### src/rtl/video_chk_pkg.sv
// Shared types and defaults for the per-channel video SPI checker.
// Latency: none (declarations only).
// Backpressure: none (declarations only).
package video_chk_pkg;

  // Checker sequence: chip-select setup, bit shifting, hold, then compare.
  typedef enum logic [2:0] {
    IDLE  = 3'd0,
    SETUP = 3'd1,
    SHIFT = 3'd2,
    HOLD  = 3'd3,
    CHECK = 3'd4
  } state_t;

  localparam int DEF_WIDTH      = 12;
  localparam int DEF_CLK_DIV    = 4;
  localparam int DEF_TOLERANCE  = 8;
  localparam int DEF_FAIL_LIMIT = 3;
  localparam int NUM_CH         = 10;

  localparam logic [15:0] ERR_MAX    = 16'hFFFF;
  localparam logic [7:0]  STREAK_MAX = 8'hFF;

endpackage

### src/rtl/spi_rx_engine.sv
// SPI mode-3 receive datapath: SCK divider, SCK/CS generation, MSB-first shift register.
// Latency: setup, WIDTH bits and hold each last CLK_DIV sys_clk cycles per SCK half-period.
// Backpressure: none; phase strobes from the parent FSM steer it, the slave cannot stall it.
module spi_rx_engine
  import video_chk_pkg::*;
#(
  parameter int WIDTH   = DEF_WIDTH,
  parameter int CLK_DIV = DEF_CLK_DIV
) (
  input  logic             sys_clk,
  input  logic             rst,
  input  logic             in_setup,
  input  logic             in_shift,
  input  logic             in_hold,
  input  logic             sdatav,
  output logic             sckv,
  output logic             slv,
  output logic             phase_end,
  output logic             shift_done,
  output logic             done,
  output logic [WIDTH-1:0] rx_word
);

  localparam int DW = $clog2(CLK_DIV);
  localparam int BW = $clog2(WIDTH);

  logic [DW-1:0]    div_q, div_d;
  logic             half_q, half_d;     // 0: SCK low half of a bit, 1: SCK high half
  logic [BW-1:0]    bit_q, bit_d;
  logic [WIDTH-1:0] shreg_q, shreg_d;
  logic             active;
  logic             div_end;

  assign active     = in_setup | in_shift | in_hold;
  assign div_end    = (div_q == DW'(CLK_DIV - 1));
  assign phase_end  = div_end;
  assign shift_done = in_shift & div_end & half_q & (bit_q == BW'(WIDTH - 1));
  assign done       = in_hold & div_end;
  // SCK only drops during the low half of a bit; CS covers setup through hold.
  assign sckv       = ~(in_shift & ~half_q);
  assign slv        = ~active;
  assign rx_word    = shreg_q;

  // Divider, half-period/bit tracking and sampling on the SCK rising edge.
  always_comb begin
    div_d   = div_q;
    half_d  = half_q;
    bit_d   = bit_q;
    shreg_d = shreg_q;
    if (!active || div_end) begin
      div_d = '0;
    end else begin
      div_d = div_q + 1'b1;
    end
    if (!in_shift) begin
      half_d = 1'b0;
      bit_d  = '0;
    end else if (div_end) begin
      half_d = ~half_q;
      if (!half_q) begin
        // SCK goes 0->1 on this edge: slave data has been stable since the falling edge.
        shreg_d = {shreg_q[WIDTH-2:0], sdatav};
      end else begin
        bit_d = bit_q + 1'b1;
      end
    end
  end

  // Datapath registers; reset returns the divider and shifter to their idle values.
  always_ff @(posedge sys_clk or posedge rst) begin
    if (rst) begin
      div_q   <= '0;
      half_q  <= 1'b0;
      bit_q   <= '0;
      shreg_q <= '0;
    end else begin
      div_q   <= div_d;
      half_q  <= half_d;
      bit_q   <= bit_d;
      shreg_q <= shreg_d;
    end
  end

endmodule

### config.mk
export PLATFORM = sky130hd
export DESIGN_NAME = spi_rx_engine
export DESIGN_NICKNAME = d
export VERILOG_FILES = /design/src/rtl/video_chk_pkg.sv /design/src/rtl/spi_rx_engine.sv
export SDC_FILE = /design/constraint.sdc
export NUM_CORES = 1
export LEC_CHECK = 0
export ABC_AREA = 1
export BUFFER_PORTS_ARGS = -buffer_cell sky130_fd_sc_hd__buf_2
export CORE_UTILIZATION = 54
export CTS_CLUSTER_SIZE = 28
export DETAILED_ROUTE_END_ITERATION = 8
export PLACE_DENSITY = 0.77
export SLEW_MARGIN = 5
export SYNTH_ARGS = -nofsm -noshare
export SYNTH_HDL_FRONTEND = slang
export SYNTH_SLANG_ARGS = --single-unit
### constraint.sdc
create_clock -name sys_clk -period 3.3 [get_ports sys_clk]
set_clock_uncertainty 0.05 [all_clocks]
set_input_delay 0.165 -clock sys_clk [delete_from_list [all_inputs] [get_ports sys_clk]]
set_output_delay 0.165 -clock sys_clk [all_outputs]
set_load 0.05 [all_outputs]
==> impl_results.md, run 1 <==
- Outcome: finished, final reports clean
- Critical path depth in cells: 4
- Syn Std Cell Area: approximately 890 sq um
- Dpl ws: between 1.5 and 2 ns
- CTS Buf Count: 3
- Share of post-route cells with drive strength above 1: 0.339
- Detailed Route WL: around 1.4 mm
- Clk pwr share: 0.107
- CTS tree: done
- Cells on worst reg2reg path: 4
- Max stage delay on crit path: around 0.38 ns
- Switch Pwr: a little under 0.0006 W
- Critical path, cell by cell: ha_1 > nand3_1 > nor2_1 > buf_2
- Initial core utilization: 0.586
- Cell taking the most area after synthesis: dfrtp_1
- Placed Area: 990 sq um
- Post-route antenna net violation count: 0
- First-pass GRT wire length: roughly 2.4 mm
- Area grow syn2layout: 15.0%
- Cell Pwr Density: around 1100 nW/um^2
- CP Capture Type: output pin
- # rows: 14
- Final hold violation count: 0
- Total gr overflow: 0
- Vias: ~650
- Final Wtd Congestion: between 0.8 and 0.9
- Synthesized Nets: between 100 and 150
- Residual DRC count: 0
- Sequential share of power: 0.350
- Max-slew violation count: 0
- Internal power: 0.000513 W
- Final Cycle Share: 0.486
- Worst hold path type: in -> reg
- Post-DP HPWL: between 1 and 1.5 mm
- Top post-synthesis cells by area: dfrtp_1 (53%), inv_1 (6.7%), nand2_1 (6.3%), a21oi_2 (5.9%), o21ai_2 (5.9%)
- PortBufs: 22
- Synth Area in Simple Gates: 0.171
- Post-CTS setup buffer count: 0
- DRT Pass-1 Iters: 4
- Core Area: 1520 sq um
- Post-synthesis mux area share: 0
- Comb power frac: 0.543
- Clk pin slew, worst setup/hold paths: about 0.11 ns
- Antenna violations before repair: 0
- CP max-delay cell: dfrtp_1
- Die ar.: around 1800 sq um
- Worst vdd ir: just over 0.7 mV
- Buf/Inv on CP: 1
- FILL cells: ~120
- Root buf cell: clkbuf_4
- Startpoint Class: register
- Fmax: ~620 MHz
- Worst EP required: 3.08 ns
- CP Max Fanout: 3
- Slew @ Worst Pin: between 0.6 and 0.7 ns
- Via density: 4.82
- Adder-cell share of the synthesized area: 0.0420
- Post-synth top area share: 0.532
- Synthesized flop and latch total: 19
- Die Span Y: between 40 and 50 microns
- YS warnings: 0
- H-tree levels: 1
- P_leak: about 0.57 nW
- Compound-gate portion of the synthesized area: 0.146
- Worst hold stages: 3
- GR Util All Layers: 0.180
- Vias in the first global route: ~600
- CTS Buffer Depth: 2
- Synth Instances: 94
- Die X-Extent: 42.7 microns
- Largest net degree at the start of global routing: 25
- Nets: between 100 and 150
- Sink Count: 19
- Final instance area: ~1000 sq um
- Setup Crit Path Kind: reg -> out
- Total chip power: about 0.0011 W
- Tmin final: ~1.6 ns
- Iter 0 DRT Violations: 9
- Slew margin rel.: 0.538
- Worst-Skew Late Latency: 0.30 ns
- Crit path DAT: about 1.4 ns
- Wirelength per Cell: about 10 microns
- Diodes inserted: 0
- Final setup viols: 0
- Switching share of power: 0.531
- Post-route worst setup slack: ~1.7 ns
- Distinct cells, synth: 13
- MaxCap Viol Count: 0
- Avg Cell Area, Syn: approximately 9.5 sq um
- RSZ-0062 raised after global routing: false
- XOR/XNOR Fraction of Synth Area: 0
- Largest family of logic cells by synthesized area: simple AND/OR/NAND/NOR gates
- IO Pins: 23
- Register area share after synthesis: 0.532
- Setup TNS: 0 ns
- Critical path's top delay family: flip-flops
-- per-layer routing --
layer | track usage | routed length [microns] | up-vias
met1 | 0.244 | 627 | 283
met5 | 0 | 0 | -
li1 | - | - | 339
met4 | 0.0938 | 31 | 0
met2 | 0.261 | 634 | 19
met3 | 0.0511 | 72 | 5
-- worst paths after layout --
check / start / end / slack, ns
setup / recovery: div_q[0] / shift_done / 1.69
hold / removal: sdatav / rx_word[0] / 0.05
setup reg to reg: div_q[0] / rx_word[2] / 1.94
hold reg to reg: div_q[0] / div_q[0] / 0.42
max in group asynchronous: rst / bit_q[2] / 2.31
min in group asynchronous: rst / rx_word[8] / 0.45
-- state kept, by name (all words and copies together), names as in the netlist --
name     cells
rx_word     12
bit_q        4
div_q        2
half_q       1
-- cell usage in the layout (no fill, tap or decap) --
master         instances
inv_1                 16
inv_2                  1
buf_2                 22
nand3_4                1
a21oi_1                2
dlygate4sd3_1          1
dfrtp_1               19
o21ai_0                3
nand3_1                6
clkinv_2               1
clkbuf_4               3
o21ai_2                6
ha_1                   3
a21oi_2                6
nand2_1               15
nor2_1                13
-- power groups by stage --
| stage | Combinational [W] | Clock (W) | Sequential, W |
|---|---|---|---|
| 2_1_floorplan | 0.000246 | 0 | 0.000631 |
| 3_3_place_gp | 0.000589 | 0 | 0.000386 |
| 3_5_place_dp | 0.000598 | 0 | 0.000389 |
| 4_1_cts | 0.000598 | 0.000123 | 0.000385 |
| 5_1_grt | 0.000633 | 0.000127 | 0.000398 |
| 6_report | 0.000594 | 0.000118 | 0.000383 |
-- repair_timing --
item,in CTS,in global routing
hold buffers,1,0
gates resized for setup,0,0
hold endpoints to repair,19,0
-- worst reg2reg max path, cell delays in order (launching register included) --
cell	delay (ns)
dfrtp_1	0.38
ha_1	0.26
nand3_4	0.29
nor2_1	0.23
a21oi_2	0.04
-- per-stage QoR --
step	hold WS (ns)	util	instances
final	0.0481	0.674	134
after global routing	0.0675	0.674	134
after CTS	0.0412	0.674	134
after detailed placement	0.261	0.649	129
after global placement	0.252	0.649	129
after floorplan	0.0661	-	94
-- layout make-up --
cell class                      count  area (sq um)  area share
Multi-Input combinational cell     55           320       0.312
Clock buffer                        3          22.5      0.0219
Sequential cell                    19           475       0.463
Timing Repair Buffer               23           120       0.117
Tap cell                           16          20.0      0.0195
Inverter                           17          63.8      0.0621
Clock inverter                      1          5.00     0.00487
-- cell usage after synthesis --
library cell   n
inv_2          1
a21oi_1        2
o21ai_2        6
nor2_1        13
dfrtp_1       19
o21ai_0        3
nand2_1       15
ha_1           3
inv_1         16
a21oi_2        6
nand3_4        1
nand3_1        6
buf_6          3
-- cells by family after synthesis --
| group | Yosys count |
|---|---|
| and+or+nand+nor | 35 |
| buffers and inverters | 20 |
| DFF | 19 |
| AOI/OAI and AO/OA | 17 |
| adders and majority gates | 3 |
Power figures use the tool's default switching activity.
==> run 2, diff against run 1 <==
CORE_UTILIZATION = 50   (was 54)
PLACE_DENSITY = 0.72   (was 0.77)
clock period = 1.54 ns   (was 3.3 ns; I/O delays follow)
==> run 2 against run 1 <==
  * Worst setup slack lost 1.6 ns
  * Non-clock buffer count grew 2
  * Utilization is 0.92 points lower
  * Flip-flop and latch count unchanged
  * Largest cell class unchanged
  * Critical path depth did not move
  * Cell area grew 3.2%
  * Wire length increased by 17%
  * Count of clock-buffer cells in the layout stayed put
  * First-iteration DRC count shrank 22%
==> impl_results.md, run 2 (synthesis results as in run 1) <==
- Outcome: finished, final reports clean
- FILL cells: 134 (+16%)
- Die X-Extent: 44.3 microns (+3.7%)
- Via density: 4.67 (-3.1%)
- Final cell count without fillers: 144 (+7.5%)
- CTS Buf Count: 3 (unchanged)
- Cell Pwr Density: 2230 nW/um^2 (+110%)
- Root buf cell: clkbuf_4
- Critical path depth in cells: 4 (unchanged)
- Slew @ Worst Pin: 0.337 ns (-0.355 ns)
- Wirelength per Cell: 11.1 microns (+9.1%)
- Slew margin rel.: 0.776 (+0.237)
- Worst hold path type: in -> reg
- CP Max Fanout: 3 (unchanged)
- Worst-Skew Late Latency: 0.29 ns (about the same)
- H-tree levels: 1 (unchanged)
- Final hold violation count: 0 (unchanged)
- Worst vdd ir: 1.33 mV (+84%)
- Area grow syn2layout: 18.6%
- Critical path, cell by cell: ha_2 > nand3_1 > nor2_1 > clkbuf_4
- P_leak: 0.572 nW (+1.1%)
- Setup TNS: 0 ns (unchanged)
- CP Capture Type: output pin
- Largest register FFs: 12 (unchanged)
- Die ar.: 1960 sq um (+7.6%)
- Fmax: a little under 700 MHz
- Setup Crit Path Kind: reg -> out
- Nets: 130 (+1.6%)
- PortBufs: 22 (unchanged)
- CTS Buffer Depth: 2 (unchanged)
- Tmin final: around 1.5 ns
- Post-DP HPWL: 1.10 mm (+8.5%)
- Vias in the first global route: 694 (+17%)
- Initial core utilization: 0.560 (-0.0258)
- Cells after DPL: 138 (+7.0%)
- Diodes inserted: 0 (unchanged)
- Cells on worst reg2reg path: 4 (unchanged)
- Post-route antenna net violation count: 0 (unchanged)
- DRT Pass-1 Iters: 6 (+2)
- Post-CTS setup buffer count: 0 (unchanged)
- Worst EP required: 1.41 ns (-1.67 ns)
- Crit path DAT: 1.33 ns (-0.06 ns)
- Vias: 673 (+4.2%)
- Die Span Y: 44.3 microns (+3.7%)
- Max-slew violation count: 0 (unchanged)
- GR Util All Layers: 0.196 (+0.0167)
- Core Area: 1590 sq um (+4.6%)
- Antenna violations before repair: 0 (unchanged)
- CTS tree: done
- Buf/Inv on CP: 1 (unchanged)
- CP max-delay cell: dfrtp_1
- # rows: 14 (unchanged)
- Largest net degree at the start of global routing: 25 (unchanged)
- Worst hold stages: 3 (unchanged)
- Share of post-route cells with drive strength above 1: 0.350 (+0.0110)
- First-pass GRT wire length: 2.80 mm (+18%)
- Critical path's top delay family: flip-flops
- Final Cycle Share: 0.944
- Startpoint Class: register
- IO Pins: 23 (unchanged)
- Commonest non-fill, non-tap cell in the layout: buf_2
- Max stage delay on crit path: 0.39 ns (about the same)
- RSZ-0062 raised after global routing: false
- Residual DRC count: 0 (unchanged)
- Iter 0 DRT Violations: 7 (-2)
- MaxCap Viol Count: 0 (unchanged)
- Total gr overflow: 0 (unchanged)
- Commonest non-fill, non-tap cells in the layout: buf_2 (21), dfrtp_1 (19), inv_1 (16)
- Sink Count: 19 (unchanged)
- Detailed Route WL: 1.60 mm (+17%)
- Final setup viols: 0 (unchanged)
- Clk pin slew, worst setup/hold paths: 0.11 ns (about the same)
- Final Wtd Congestion: 0.786 (-5.4%)
-- run 2: where the power goes --
part / internal (W) / leakage [nW] / switching (W)
clock: 0.0000965 / 0.0177 / 0.000156
combinational: 0.000312 / 0.325 / 0.000979
sequential: 0.000697 / 0.229 / 0.000126
total: 0.00111 / 0.572 / 0.00126
-- run 2: path summary, 6_finish.rpt --
path / from / to / slack (ns)
max in group asynchronous: rst / bit_q[1] / 0.96
worst min register to register: div_q[0] / div_q[0] / 0.42
worst min-delay path: in_shift / bit_q[3] / 0.05
min in group asynchronous: rst / rx_word[10] / 0.28
worst max-delay path: div_q[0] / shift_done / 0.09
worst max register to register: div_q[0] / rx_word[2] / 0.22
-- run 2: final cells by class --
class                           instances  area [sq um]  share of cell area
Sequential cell                        19           475               0.449
Multi-Input combinational cell         55           323               0.305
Timing Repair Buffer                   25           140               0.132
Inverter                               17          63.8              0.0602
Tap cell                               24          30.0              0.0283
Clock buffer                            3          22.5              0.0213
Clock inverter                          1          5.00             0.00472
-- run 2: worst register-to-register path: cells and delay by family, from the launching register on --
kind,cells,cell delay [ns]
compound gates,1,0.04
fa+ha+maj,1,0.23
simple gates,2,0.51
flops,1,0.39
-- run 2: stage by stage --
| step | util | total power [W] | setup WS, ns | cell area, sq um | hold WS [ns] |
|---|---|---|---|---|---|
| 3_5_place_dp | 0.632 | 0.00212 | 0.195 | 1010 | 0.0569 |
| 4_1_cts | 0.662 | 0.00238 | 0.0222 | 1050 | 0.0406 |
| 2_1_floorplan | - | 0.00188 | 0.0857 | 893 | -0.0219 |
| 6_report | 0.665 | 0.00237 | 0.0868 | 1060 | 0.0473 |
| 5_1_grt | 0.665 | 0.00252 | 0.00256 | 1060 | 0.0428 |
| 3_3_place_gp | 0.632 | 0.00209 | 0.248 | 1010 | 0.0529 |
-- run 2: repair_timing --
| item | in CTS | in global routing |
|---|---|---|
| endpoints found under the setup margin | 0 | 1 |
| gates resized for setup | 0 | 2 |
| endpoints found under the hold margin | 20 | 0 |
| hold buffers | 2 | 0 |
-- run 2: per-layer routing --
metal / track usage / share of wire / up-vias
met1: 0.242 / 0.44 / 304
met3: 0.0367 / 0.048 / 4
li1: - / - / 343
met2: 0.329 / 0.49 / 22
met5: 0 / 0 / -
met4: 0.0970 / 0.021 / 0
==> run 3, diff against run 2 <==
CORE_UTILIZATION = 45   (was 50)
PLACE_DENSITY = 0.66   (was 0.72)
clock period = 1.5 ns   (was 1.54 ns; I/O delays follow)
==> run 3 against run 2 <==
  * Critical endpoint unchanged
  * Global-route usage down 3.3 points
  * Via count down 6.5%
  * Worst setup slack better by 0.012 ns
  * Utilization down 6.7 points
  * Final cell count up 0.69%
  * Highest routed layer unchanged
  * Combinational power up 4%
==> impl_results.md, run 3 (synthesis results as in run 1) <==
- Core Area: 1800 sq um (+13%)
- Internal power: 0.00115 W (+4.0%)
- Worst hold stages: 3 (unchanged)
- Die ar.: 2170 sq um (+11%)
- CP Max Fanout: 3 (unchanged)
- Die Span Y: 46.6 microns (+5.2%)
- Largest register FFs: 12 (unchanged)
- Dpl ws: 0.132 ns (-0.0632 ns)
- Commonest non-fill, non-tap cell in the layout: buf_2
- Residual DRC count: 0 (unchanged)
- Sink Count: 19 (unchanged)
- Max-slew violation count: 0 (unchanged)
- PortBufs: 22 (unchanged)
- Post-DP HPWL: 1.10 mm (+0.73%)
- Slew margin rel.: 0.773 (-0.00293)
- Vias in the first global route: 578 (-17%)
- Tmin final: between 1 and 1.5 ns
- Switch Pwr: 0.00130 W (+3.3%)
- CTS tree: done
- Nets: 130 (unchanged)
- Post-CTS setup buffer count: 0 (unchanged)
- GR Util All Layers: 0.163 (-0.0335)
- Wirelength per Cell: 10.5 microns (-5.4%)
- Iter 0 DRT Violations: 9 (+2)
- Worst-Skew Late Latency: 0.30 ns (about the same)
- Worst EP required: 1.37 ns (-0.04 ns)
- Clk pin slew, worst setup/hold paths: 0.11 ns (about the same)
- Antenna violations before repair: 0 (unchanged)
- Slew @ Worst Pin: 0.341 ns (+0.00440 ns)
- Post-route antenna net violation count: 0 (unchanged)
- Initial core utilization: 0.496 (-0.0646)
- Gr busiest metal: met2
- # rows: 15 (+1)
- Final setup viols: 0 (unchanged)
- Cell Pwr Density: 2280 nW/um^2 (+1.9%)
- RSZ-0062 raised after global routing: false
- First-pass GRT wire length: 2.39 mm (-15%)
- MaxCap Viol Count: 0 (unchanged)
- Area grow syn2layout: 20.6%
- GR Util met1: 0.208 (-0.0335)
- Switching share of power: 0.531 (-0.00154)
- Sequential share of power: 0.347 (about the same)
- Clk pwr share: 0.106 (about the same)
- Share of post-route cells with drive strength above 1: 0.358 (+0.00833)
- Commonest non-fill, non-tap cells in the layout: buf_2 (21), dfrtp_1 (19), inv_1 (16)
- DRT Pass-1 Iters: 4 (-2)
- Outcome: finished, final reports clean
- Worst vdd ir: 1.27 mV (-4.3%)
- Crit path DAT: 1.28 ns (-0.05 ns)
- H-tree levels: 1 (unchanged)
- Diodes inserted: 0 (unchanged)
- Setup TNS: 0 ns (unchanged)
- Worst hold path type: in -> reg
- Met2 usage: 0.253 (-0.0766)
- Grt met3 use: 0.0235 (-0.0132)
- Post-route worst setup slack: 0.0986 ns (+0.0118 ns)
- Startpoint Class: register
- CP Capture Type: output pin
- Comb power frac: 0.547 (+0.002)
- CTS Buf Count: 3 (unchanged)
- P_leak: 0.574 nW (+0.45%)
- Detailed Route WL: 1.52 mm (-4.8%)
- Setup Crit Path Kind: reg -> out
- CTS Buffer Depth: 2 (unchanged)
- Via density: 4.34 (-7.2%)
- Fmax: between 700 and 800 MHz
- Final hold violation count: 0 (unchanged)
- Vias: 629 (-6.5%)
- IO Pins: 23 (unchanged)
- Final Wtd Congestion: 0.746 (-5.1%)
- Die X-Extent: 46.6 microns (+5.2%)
- Largest net degree at the start of global routing: 25 (unchanged)
- Root buf cell: clkbuf_4
- Cells on worst reg2reg path: 4 (unchanged)
- Total gr overflow: 0 (unchanged)
- Final Cycle Share: 0.934
==> run 3: worst max-delay path, stage by stage (launching register included) <==
cell     delay [ns]
dfrtp_1        0.43
ha_4           0.18
nand3_1        0.09
nor2_2         0.12
buf_6          0.16
==> run 3: worst paths after layout <==
path,start,end,slack [ns]
worst max-delay path,div_q[0],shift_done,0.1
worst min-delay path,in_shift,bit_q[3],0.03
worst max register to register,div_q[0],rx_word[8],0.19
worst min register to register,rx_word[11],rx_word[11],0.45
max in group asynchronous,rst,bit_q[2],0.93
min in group asynchronous,rst,rx_word[11],0.27
==> run 3: timing repair <==
action | CTS | global route
endpoints found under the setup margin | 1 | 1
hold endpoints to repair | 20 | 0
gates resized for setup | 2 | 3
hold buffers | 2 | 0
==> run 3: layout make-up <==
class	count	area (sq um)
tap	25	31.3
timing repair buffer	25	144
clock inverter	1	5.00
fill	182	724
multi-input combinational	55	335
clock buffer	3	22.5
inverter	17	63.8
sequential	19	475
==> run 3: per-layer routing <==
metal  up-vias  part of all wire
li1        342                 -
met1       277              0.49
met2         8              0.48
met3         2             0.021
met4         0            0.0079
met5         -                 0
==> run 3: power groups by stage <==
| stage | Sequential, W | Combinational [W] | Clock, W |
|---|---|---|---|
| CTS | 0.000844 | 0.00134 | 0.000280 |
| global route | 0.000881 | 0.00143 | 0.000286 |
| finish | 0.000852 | 0.00134 | 0.000259 |
| global placement | 0.000851 | 0.00130 | 0 |
| floorplan | 0.00139 | 0.000541 | 0 |
| detailed placement | 0.000853 | 0.00133 | 0 |
==> run 3: per-stage QoR <==
| stage | util | cells | cell area [sq um] | hold WS (ns) | power (W) |
|---|---|---|---|---|---|
| 3_3_place_gp | 0.560 | 139 | 1010 | 0.0553 | 0.00215 |
| 2_1_floorplan | - | 94 | 893 | -0.0239 | 0.00193 |
| 4_1_cts | 0.589 | 145 | 1060 | 0.0136 | 0.00246 |
| 3_5_place_dp | 0.560 | 139 | 1010 | 0.0603 | 0.00218 |
| 5_1_grt | 0.598 | 145 | 1080 | 0.0581 | 0.00260 |
| 6_report | 0.598 | 145 | 1080 | 0.0298 | 0.00245 |
